File: src/rtl/vga_scanout.sv
// VGA raster scan-out: pixel/line counters, framebuffer read addressing and a
// registered colour/sync output stage, all advanced by a pixel-rate enable.
module vga_scanout #(
  parameter int unsigned H_VIS  = 640,
  parameter int unsigned H_FP   = 16,
  parameter int unsigned H_SYNC = 96,
  parameter int unsigned H_BP   = 48,
  parameter int unsigned V_VIS  = 480,
  parameter int unsigned V_FP   = 10,
  parameter int unsigned V_SYNC = 2,
  parameter int unsigned V_BP   = 33
) (
  input  logic        clk,
  input  logic        rst,
  input  logic        pix_en,
  output logic [18:0] fb_addr,
  output logic        fb_rd_en,
  input  logic [2:0]  fb_data,
  output logic [2:0]  vga_rgb,
  output logic        vga_hs,
  output logic        vga_vs,
  output logic        VGA_ready,
  output logic        frame_start
);

  localparam int unsigned CW       = 10;
  localparam int unsigned AW       = 19;
  localparam int unsigned H_TOTAL  = H_VIS + H_FP + H_SYNC + H_BP;
  localparam int unsigned V_TOTAL  = V_VIS + V_FP + V_SYNC + V_BP;
  localparam int unsigned HS_BEG   = H_VIS + H_FP;
  localparam int unsigned HS_END   = H_VIS + H_FP + H_SYNC - 1;
  localparam int unsigned VS_BEG   = V_VIS + V_FP;
  localparam int unsigned VS_END   = V_VIS + V_FP + V_SYNC - 1;
  localparam int unsigned ADDR_MAX = H_VIS * V_VIS - 1;

  logic [CW-1:0] r_h_cnt;
  logic [CW-1:0] r_v_cnt;
  logic [AW-1:0] r_fb_addr;
  logic          r_prev_vis;
  logic          r_rd_d;
  logic [2:0]    r_pix_data;
  logic [2:0]    r_rgb;
  logic          r_hs;
  logic          r_vs;
  logic          r_ready;
  logic          r_frame_start;

  logic          w_vis;
  logic          w_h_last;
  logic          w_v_last;
  logic          w_frame_wrap;
  logic [CW-1:0] w_h_next;
  logic [CW-1:0] w_v_next;

  assign w_vis        = (r_h_cnt < CW'(H_VIS)) && (r_v_cnt < CW'(V_VIS));
  assign w_h_last     = (r_h_cnt == CW'(H_TOTAL - 1));
  assign w_v_last     = (r_v_cnt == CW'(V_TOTAL - 1));
  assign w_frame_wrap = pix_en && w_h_last && w_v_last;
  assign w_h_next     = w_h_last ? '0 : r_h_cnt + CW'(1);
  assign w_v_next     = !w_h_last ? r_v_cnt : (w_v_last ? '0 : r_v_cnt + CW'(1));

  // Gated by reset so no read strobe escapes while the scan is being aborted.
  assign fb_rd_en    = pix_en && w_vis && rst;
  assign fb_addr     = r_fb_addr;
  assign vga_rgb     = r_rgb;
  assign vga_hs      = r_hs;
  assign vga_vs      = r_vs;
  assign VGA_ready   = r_ready;
  assign frame_start = r_frame_start;

  always_ff @(posedge clk or negedge rst) begin
    if (!rst) begin
      r_h_cnt       <= '0;
      r_v_cnt       <= '0;
      r_fb_addr     <= '0;
      r_prev_vis    <= 1'b0;
      r_rd_d        <= 1'b0;
      r_pix_data    <= '0;
      r_rgb         <= '0;
      r_hs          <= 1'b1;
      r_vs          <= 1'b1;
      r_ready       <= 1'b0;
      r_frame_start <= 1'b0;
    end else begin
      // Read data returns one clk after the strobe; hold it for the next pixel tick.
      r_rd_d        <= fb_rd_en;
      r_frame_start <= w_frame_wrap;
      if (r_rd_d) begin
        r_pix_data <= fb_data;
      end
      if (pix_en) begin
        r_h_cnt    <= w_h_next;
        r_v_cnt    <= w_v_next;
        r_prev_vis <= w_vis;
        // Address saturates on the last visible pixel and holds until frame wrap.
        if (w_frame_wrap) begin
          r_fb_addr <= '0;
        end else if (w_vis && (r_fb_addr != AW'(ADDR_MAX))) begin
          r_fb_addr <= r_fb_addr + AW'(1);
        end
        r_rgb   <= r_prev_vis ? r_pix_data : 3'b000;
        r_hs    <= !((r_h_cnt >= CW'(HS_BEG)) && (r_h_cnt <= CW'(HS_END)));
        r_vs    <= !((r_v_cnt >= CW'(VS_BEG)) && (r_v_cnt <= CW'(VS_END)));
        r_ready <= (w_v_next >= CW'(V_VIS));
      end
    end
  end

endmodule

File: config.mk
export PLATFORM = sky130hd
export DESIGN_NAME = vga_scanout
export DESIGN_NICKNAME = d
export VERILOG_FILES = /design/src/rtl/vga_scanout.sv
export SDC_FILE = /design/constraint.sdc
export NUM_CORES = 1
export LEC_CHECK = 0
export BUFFER_PORTS_ARGS = -buffer_cell sky130_fd_sc_hd__buf_2
export CORE_AREA = 2 2 89 57
export CTS_CLUSTER_SIZE = 30
export DETAILED_ROUTE_END_ITERATION = 10
export DIE_AREA = 0 0 91 59
export PLACE_DENSITY = 0.83
export RECOVER_POWER = 100
export SYNTH_ARGS = -nofsm -noshare
export SYNTH_HDL_FRONTEND = slang
export SYNTH_SLANG_ARGS = --single-unit
File: constraint.sdc
create_clock -name clk -period 4.5 [get_ports clk]
set_clock_uncertainty 0.2 [all_clocks]
set_input_delay 1.35 -clock clk [delete_from_list [all_inputs] [get_ports clk]]
set_output_delay 1.35 -clock clk [all_outputs]
set_load 0.1 [all_outputs]
======== Word-level counts from Yosys, hierarchy flattened ========
Cells that the tools add are included.
cells by class
  $add $sub $neg .......................... 3
  $lt $le $gt $ge ......................... 7
  equality and inequality tests ........... 3
  muxes and demuxes ....................... 6
  reductions and logical operators ........ 12
operators with widths
  operator               number
  $mux 19                2
  $mux 10                3
  $add 10x1->10 const B  2
  $eq 10x10->1 const B   2
  $ge 10x9->1 const B    2
  $add 19x1->19 const B  1
  $ne 19x19->1 const B   1
  $ge 10x10->1 const B   1
  $le 10x10->1 const B   1
  $le 10x9->1 const B    1
  $lt 10x10->1 const B   1
  $lt 10x9->1 const B    1
  $logic_and 1x1->1      8
  $mux 3                 1
  $logic_not 1->1        2
  $reduce_and 2->1       1
  $reduce_bool 2->1      1
word-level totals
  flip-flop bits (word level) ............. 51

======== Depth between registers and ports, before layout ========
Gate-level depths: netlist of run 1.
  depth in word-level cells ............... 5
  mapped depth ............................ 8
  gate-level depth less buffers ........... 7

======== Worst setup path before layout of run 1 ========
No wires, ideal clock.
  path type ............................... input to output
  start ................................... in pix_en
  end ..................................... out fb_rd_en
  data arrival time ....................... 2651 ps
  required time ........................... 2950 ps
  path slack .............................. 299 ps
  stages on the path ...................... 4
  path buffers ............................ 2
  path through ............................ and4_1 -> buf_2 -> buf_2 -> and2_1
on the way
  word-level cells in the longest chain between the ends .. 2
RTL lines
  what                             line  text
  start, declared                  15    input logic pix_en,
  $logic_and 1x1->1 (2 in series)  63    assign fb_rd_en = pix_en && w_vis && rst;
  end, declared                    17    output logic fb_rd_en,
Every way passes these cells.

======== Final worst setup path of run 1 ========
  start ................................... in pix_en
  end ..................................... reg r_fb_addr[11] (netlist: fb_addr[11])
on the way
  word-level cells in the longest chain between the ends .. 4
  elaborated cells between the ends (all ways) .. 5
RTL lines
  what                             line  text
  $logic_and 1x1->1 (2 in series)  58    assign w_frame_wrap = pix_en && w_h_last && w_v_last;
  $reduce_bool 2->1 (no line)      n/a
  $reduce_and 2->1 (no line)       n/a
  end signal, assigned             99    r_fb_addr <= r_fb_addr + AW'(1);
  end, declared                    38    logic [AW-1:0] r_fb_addr;
Parallel ways exist; a longest one is shown, timed or not.
A chain may end at the register's enable or synchronous reset.

==> results of run 1 <==
## power by group through the flow
stage | combinational [mW] | sequential, mW | clock [mW]
after global placement | 0.411 | 0.610 | 0
final | 0.408 | 0.608 | 0.308
after CTS | 0.424 | 0.606 | 0.316
after global routing | 0.437 | 0.622 | 0.336
after floorplan | 0.140 | 0.807 | 0
after detailed placement | 0.425 | 0.614 | 0
## worst max-delay path, cell delays in order
cell and delay, ns:
buf_2 0.09, clkbuf_1 0.68, inv_1 0.23, nor4_4 0.44
clkbuf_1 0.42, nand2_2 0.21, o311ai_0 0.15, o41ai_1 0.13
## per-layer routing
layer  share of wire  wire length [um]  global-route usage  up-vias
met2            0.43              2480               0.326       69
met1            0.50              2920               0.374     1123
met3           0.058               333              0.0471        7
li1                -                 -                   -     1061
met4          0.0086                50              0.0606        0
met5               0                 0                   0        -
## worst min path at each step
stage                  start            end  slack, ns  cells after the start
2_1_floorplan  r_pix_data[0]     vga_rgb[0]       0.28                      2
3_5_place_dp          vga_hs         vga_hs       0.29                      2
6_report              vga_hs         vga_hs       0.30                      2
3_3_place_gp          vga_hs         vga_hs       0.29                      2
5_1_grt        r_pix_data[2]  r_pix_data[2]       0.34                      1
4_1_cts               vga_hs         vga_hs       0.31                      2
## sequential cells by signal (all words and copies together) (netlist names), 3 cells and up
| register | flops |
|---|---|
| fb_addr | 19 |
| vga_rgb | 3 |
| r_h_cnt | 10 |
| r_pix_data | 3 |
| r_v_cnt | 10 |
## per-stage QoR
| step | cells | setup slack [ns] | utilization |
|---|---|---|---|
| detailed placement | 368 | 0.848 | 0.660 |
| floorplan | 280 | 0.299 | - |
| CTS | 375 | 0.844 | 0.683 |
| finish | 375 | 0.755 | 0.668 |
| global placement | 368 | 0.858 | 0.660 |
| global route | 375 | 0.432 | 0.668 |
## cells by family (layout without fill, tap and decap cells)
kind of cell | Yosys count | in the layout | synth area share
XOR/XNOR | 21 | 21 | 0.0703
AO/OA/AOI/OAI | 51 | 51 | 0.121
flip-flops | 51 | 51 | 0.469
multiplexers | 5 | 5 | 0.0202
AND/OR/NAND/NOR | 120 | 120 | 0.249
adder cells (fa/ha/maj) | 5 | 5 | 0.0230
buffers and inverters | 27 | 59 | 0.0473
## final cells by class
| class | instances | area [um^2] |
|---|---|---|
| Sequential cell | 51 | 1280 |
| Timing Repair Buffer | 38 | 179 |
| Inverter | 14 | 52.6 |
| Fill cell | 383 | 1490 |
| Tap cell | 63 | 78.8 |
| Clock inverter | 1 | 30.0 |
| Clock buffer | 6 | 72.6 |
| Multi-Input combinational cell | 202 | 1290 |
## synthesized netlist by cell type, drive strengths merged (5+ instances only)
| master | count | share of area |
|---|---|---|
| dfrtp | 49 | 0.45 |
| nor2 | 31 | 0.052 |
| nand2 | 22 | 0.031 |
| o21ai | 22 | 0.045 |
| nand3 | 19 | 0.039 |
| nand4 | 15 | 0.034 |
| inv | 14 | 0.019 |
| xor2 | 14 | 0.045 |
| buf | 9 | 0.022 |
| o211ai | 7 | 0.019 |
| xnor2 | 7 | 0.025 |
| a21oi | 6 | 0.011 |
| o31ai | 6 | 0.017 |
| and3 | 5 | 0.011 |
| ha | 5 | 0.023 |
| nor3 | 5 | 0.0092 |
==> impl_metrics.yaml, run 1 <==
status:
  status: "finished, final reports clean"
sta:
  setup_viol: 0
  tightestPinTransition_ns: 1.20
  tns_ns: 0
  finalCritPeriodShare: 0.832
  whs_ns: 0.298
  min_period_ns: 3.75
  finalHoldViolCount: 0
  max_freq_mhz: 267
  slew_headroom: 0.204
  final_max_slew_viol_count: 0
  rsz0062_at_grt: "no"
cts:
  clockRootBuffer: "clkbuf_8"
  cts_hold_buffers: 0
  clock_path_buffers: 2
  cts_resized: 0
  clkTransAtPathRegs_ns: 0.09
  post_cts_buffers: 0
  cts_tree: "built"
  cts.htree.levels: 2
  clock-sinks: 51
  numCtsBuffers: 5
  clock_latency_ns: 0.30
setup_path:
  crit_type: "in2reg"
  r2r_setup_slack_ns: 1.96
  r2r_end: "fb_addr[11]"
  r2r-start: "r_h_cnt[5]"
  cp_data_required_time_ns: 4.48
  endpoint_kind: "flop"
  endpoint: "fb_addr[11]"
  cp.arrival_ns: 3.72
  rr_worst_depth: 6
  worstPathMaxFanout: 23
  crit_path_start: "pix_en"
  worst_setup_path_start_kind: "input pin"
layout:
  final_cell_mix: "49 x dfrtp_1, 30 x clkbuf_1, 28 x nor2_1, 21 x nand2_1"
  final_common_cell: "dfrtp_1"
  drive_above_1_share: 0.0962
  finalInstanceArea_um2: 2980
  layout.nets: 323
  syn_to_final_growth_pct: 9.50
  diodes: 0
power:
  peakVddDrop_uv: 562
  p_per_area_nw_per_um2: 444
  leakage_nw: 1.21
  seqPwrFrac: 0.459
  swShare: 0.418
  p_int_mw: 0.770
  power_mw: 1.32
  clockPowerShare: 0.233
  power_switching_mw: 0.554
  combinationalPowerShare: 0.308
detailed_routing:
  post_drt_wl_per_cell_um: 15.4
  drc: 0
  first_pass_iters: 5
  ant_nets: 0
  vias: 2260
  dr.first_iter.drc_count: 144
  wl_um: 5780
  vias_per_cell: 6.03
yosys:
  ys_warn_count: 0
  yosys_most_used_dff: "dfrtp_1"
  syn_nets: 291
  ys_seq_elements: 51
  synth_edf_count: 0
  async_flop_share: 1.00
  netlist_instances: 280
  syn_area_um2: 2730
  post_synth.cell_area_avg_um2: 9.73
  ys_types: 49
  ys_seq_area_frac: 0.469
die:
  pin_count: 33
  fp-row-count: 19
  die_w_um: 91
  die_y_um: 59
  core_um2: 4470
  die-area_um2: 5370
  start_util: 0.610
place:
  dp_hpwl_um: 4200
  gp_congestion: 0.867
  numPortBuffers: 32
  place_area_um2: 2950
global_route:
  grtUsageTotal: 0.235
  grt_max_degree: 52
  grt_pass1_vias: 2000
  antenna_found_initial: 0
  grt_pass1_wl_um: 9860
  grt-ovfl-total: 0
worst_hold_path:
  hp-class: "reg2reg"
run:
  cap_violations: 0
(Power assumes the default switching activity.)
==> inputs of run 2 (changes only) <==
--- a/config.mk
+++ b/config.mk
@@ -6,11 +6,11 @@
 export NUM_CORES = 1
 export LEC_CHECK = 0
 export BUFFER_PORTS_ARGS = -buffer_cell sky130_fd_sc_hd__buf_2
-export CORE_AREA = 2 2 89 57
+export CORE_AREA = 2 2 97 62
 export CTS_CLUSTER_SIZE = 30
 export DETAILED_ROUTE_END_ITERATION = 10
-export DIE_AREA = 0 0 91 59
-export PLACE_DENSITY = 0.83
+export DIE_AREA = 0 0 99 64
+export PLACE_DENSITY = 0.74
 export RECOVER_POWER = 100
 export SYNTH_ARGS = -nofsm -noshare
 export SYNTH_HDL_FRONTEND = slang
==> constraint.sdc (replaced) <==
create_clock -name clk -period 3.2 [get_ports clk]
set_clock_uncertainty 0.2 [all_clocks]
set_input_delay 0.96 -clock clk [delete_from_list [all_inputs] [get_ports clk]]
set_output_delay 0.96 -clock clk [all_outputs]
set_load 0.1 [all_outputs]
==> run 2 against run 1 <==
  * First-iteration DRC count increased by 83%
  * Register-to-register slack got worse by 1.5 ns
  * Largest cell class unchanged
  * Power increased by 43%
  * Final area increased by 0.75%
  * Critical path depth decreased by 4
  * Non-clock buffer count unchanged
  * Flip-flop and latch count unchanged
  * Combinational power increased by 42%
  * Sequential share of layout area decreased by 0.32 points
  * Utilization decreased by 11 points
==> impl_metrics.yaml, run 2 (synthesis gave the netlist of run 1 again) <==
layout:
  layout.nets: 323
  final_common_cell: "dfrtp_1"
  largest_register_ff_count: 19
  drive_above_1_share: 0.118
  diodes: 0
  fin_cells: 382
  final_cell_mix: "49 x dfrtp_1, 30 x clkbuf_1, 22 x nand2_1, 21 x nor2_1"
  syn_to_final_growth_pct: 10.3
  fillers: 485
  finalInstanceArea_um2: 3010
setup_path:
  r2r-start: "r_v_cnt[6]"
  r2r_setup_slack_ns: 0.49
  crit_path_start: "r_v_cnt[5]"
  worstPathMaxFanout: 10
  cp_data_required_time_ns: 2.04
  slowest_stage: "dfrtp_1"
  worst_setup_path_start_kind: "flop"
  cp.arrival_ns: 1.84
  cp_cell_sequence: "nand4_1 -> and4_1 -> and2_0 -> buf_12"
  endpoint_kind: "output pin"
  crit_type: "reg2out"
  critPathMaxStageDelay_ns: 0.53
sta:
  finalCritPeriodShare: 0.937
  setup_viol: 0
  tightestPinTransition_ns: 1.23
  max_freq_mhz: 334
  whs_ns: 0.314
  final_max_slew_viol_count: 0
  slew_headroom: 0.178
  finalHoldViolCount: 0
  tns_ns: 0
  rsz0062_at_grt: "no"
  min_period_ns: 3.00
place:
  numPortBuffers: 32
  gp_congestion: 0.876
  place_inst: 374
  place_area_um2: 2960
  dp_hpwl_um: 4300
global_route:
  grtUsageTotal: 0.200
  grt_pass1_vias: 1968
  grt-ovfl-total: 0
  grt_pass1_wl_um: 10000
  antenna_found_initial: 0
  grt_max_degree: 52
detailed_routing:
  wl_um: 5980
  post_drt_wl_per_cell_um: 15.7
  dr.first_iter.drc_count: 263
  vias_per_cell: 5.74
  vias: 2193
  drc: 0
  ant_nets: 0
  first_pass_iters: 4
die:
  fp-row-count: 21
  die-area_um2: 6340
  die_w_um: 99
  pin_count: 33
  core_um2: 5390
  die_y_um: 64
  start_util: 0.506
cts:
  cts_tree: "built"
  clock_latency_ns: 0.31
  cts_hold_buffers: 0
  post_cts_buffers: 0
  clkTransAtPathRegs_ns: 0.10
  cts.htree.levels: 2
  clockRootBuffer: "clkbuf_8"
  cts_resized: 0
  numCtsBuffers: 5
  clock-sinks: 51
  clock_path_buffers: 2
power:
  peakVddDrop_uv: 636
  p_per_area_nw_per_um2: 629
  power_mw: 1.89
  leakage_nw: 1.21
worst_hold_path:
  min-delay-start: "r_pix_data[0]"
  hp-class: "reg2reg"
status:
  status: "finished, final reports clean"
run:
  cap_violations: 0
## run 2: layout make-up
| cell class | instances | area (um^2) | area share |
|---|---|---|---|
| Clock buffer | 5 | 68.8 | 0.0229 |
| Sequential cell | 51 | 1280 | 0.425 |
| Inverter | 14 | 52.6 | 0.0175 |
| Tap cell | 69 | 86.3 | 0.0287 |
| Timing Repair Buffer | 38 | 173 | 0.0574 |
| Clock inverter | 3 | 43.8 | 0.0146 |
| Multi-Input combinational cell | 202 | 1300 | 0.434 |
## run 2: worst paths after layout
| path | end | cells past startpoint |
|---|---|---|
| setup / recovery | fb_rd_en | 4 |
| hold / removal | vga_rgb[0] | 2 |
| setup reg to reg | fb_addr[3] | 6 |
| hold reg to reg | vga_rgb[0] | 2 |
| max in group asynchronous | r_v_cnt[5] | 2 |
| min in group asynchronous | fb_addr[14] | 2 |
## run 2: critical path, delay by kind of cell (launching register included)
kind	cells	cell delay (ns)
flip-flops	1	0.53
AND/OR/NAND/NOR	3	0.82
buffers and inverters	1	0.19
## run 2: per-layer routing
layer / vias up / routed length, um / global-route usage
li1: 1063 / - / -
met1: 1038 / 3110 / 0.334
met2: 90 / 2410 / 0.257
met3: 2 / 442 / 0.0383
met4: 0 / 24 / 0.0531
met5: - / 0 / 0
## run 2: power breakdown
part | switching [mW] | leakage [nW] | internal, mW
clock | 0.222 | 0.0581 | 0.233
sequential | 0.124 | 0.654 | 0.733
combinational | 0.455 | 0.499 | 0.122
total | 0.802 | 1.21 | 1.09
## run 2: through the flow
step / worst slack, ns / util
2_1_floorplan: 0.0711 / -
3_3_place_gp: 0.364 / 0.549
3_5_place_dp: 0.343 / 0.549
4_1_cts: 0.217 / 0.570
5_1_grt: 0.137 / 0.558
6_report: 0.203 / 0.558
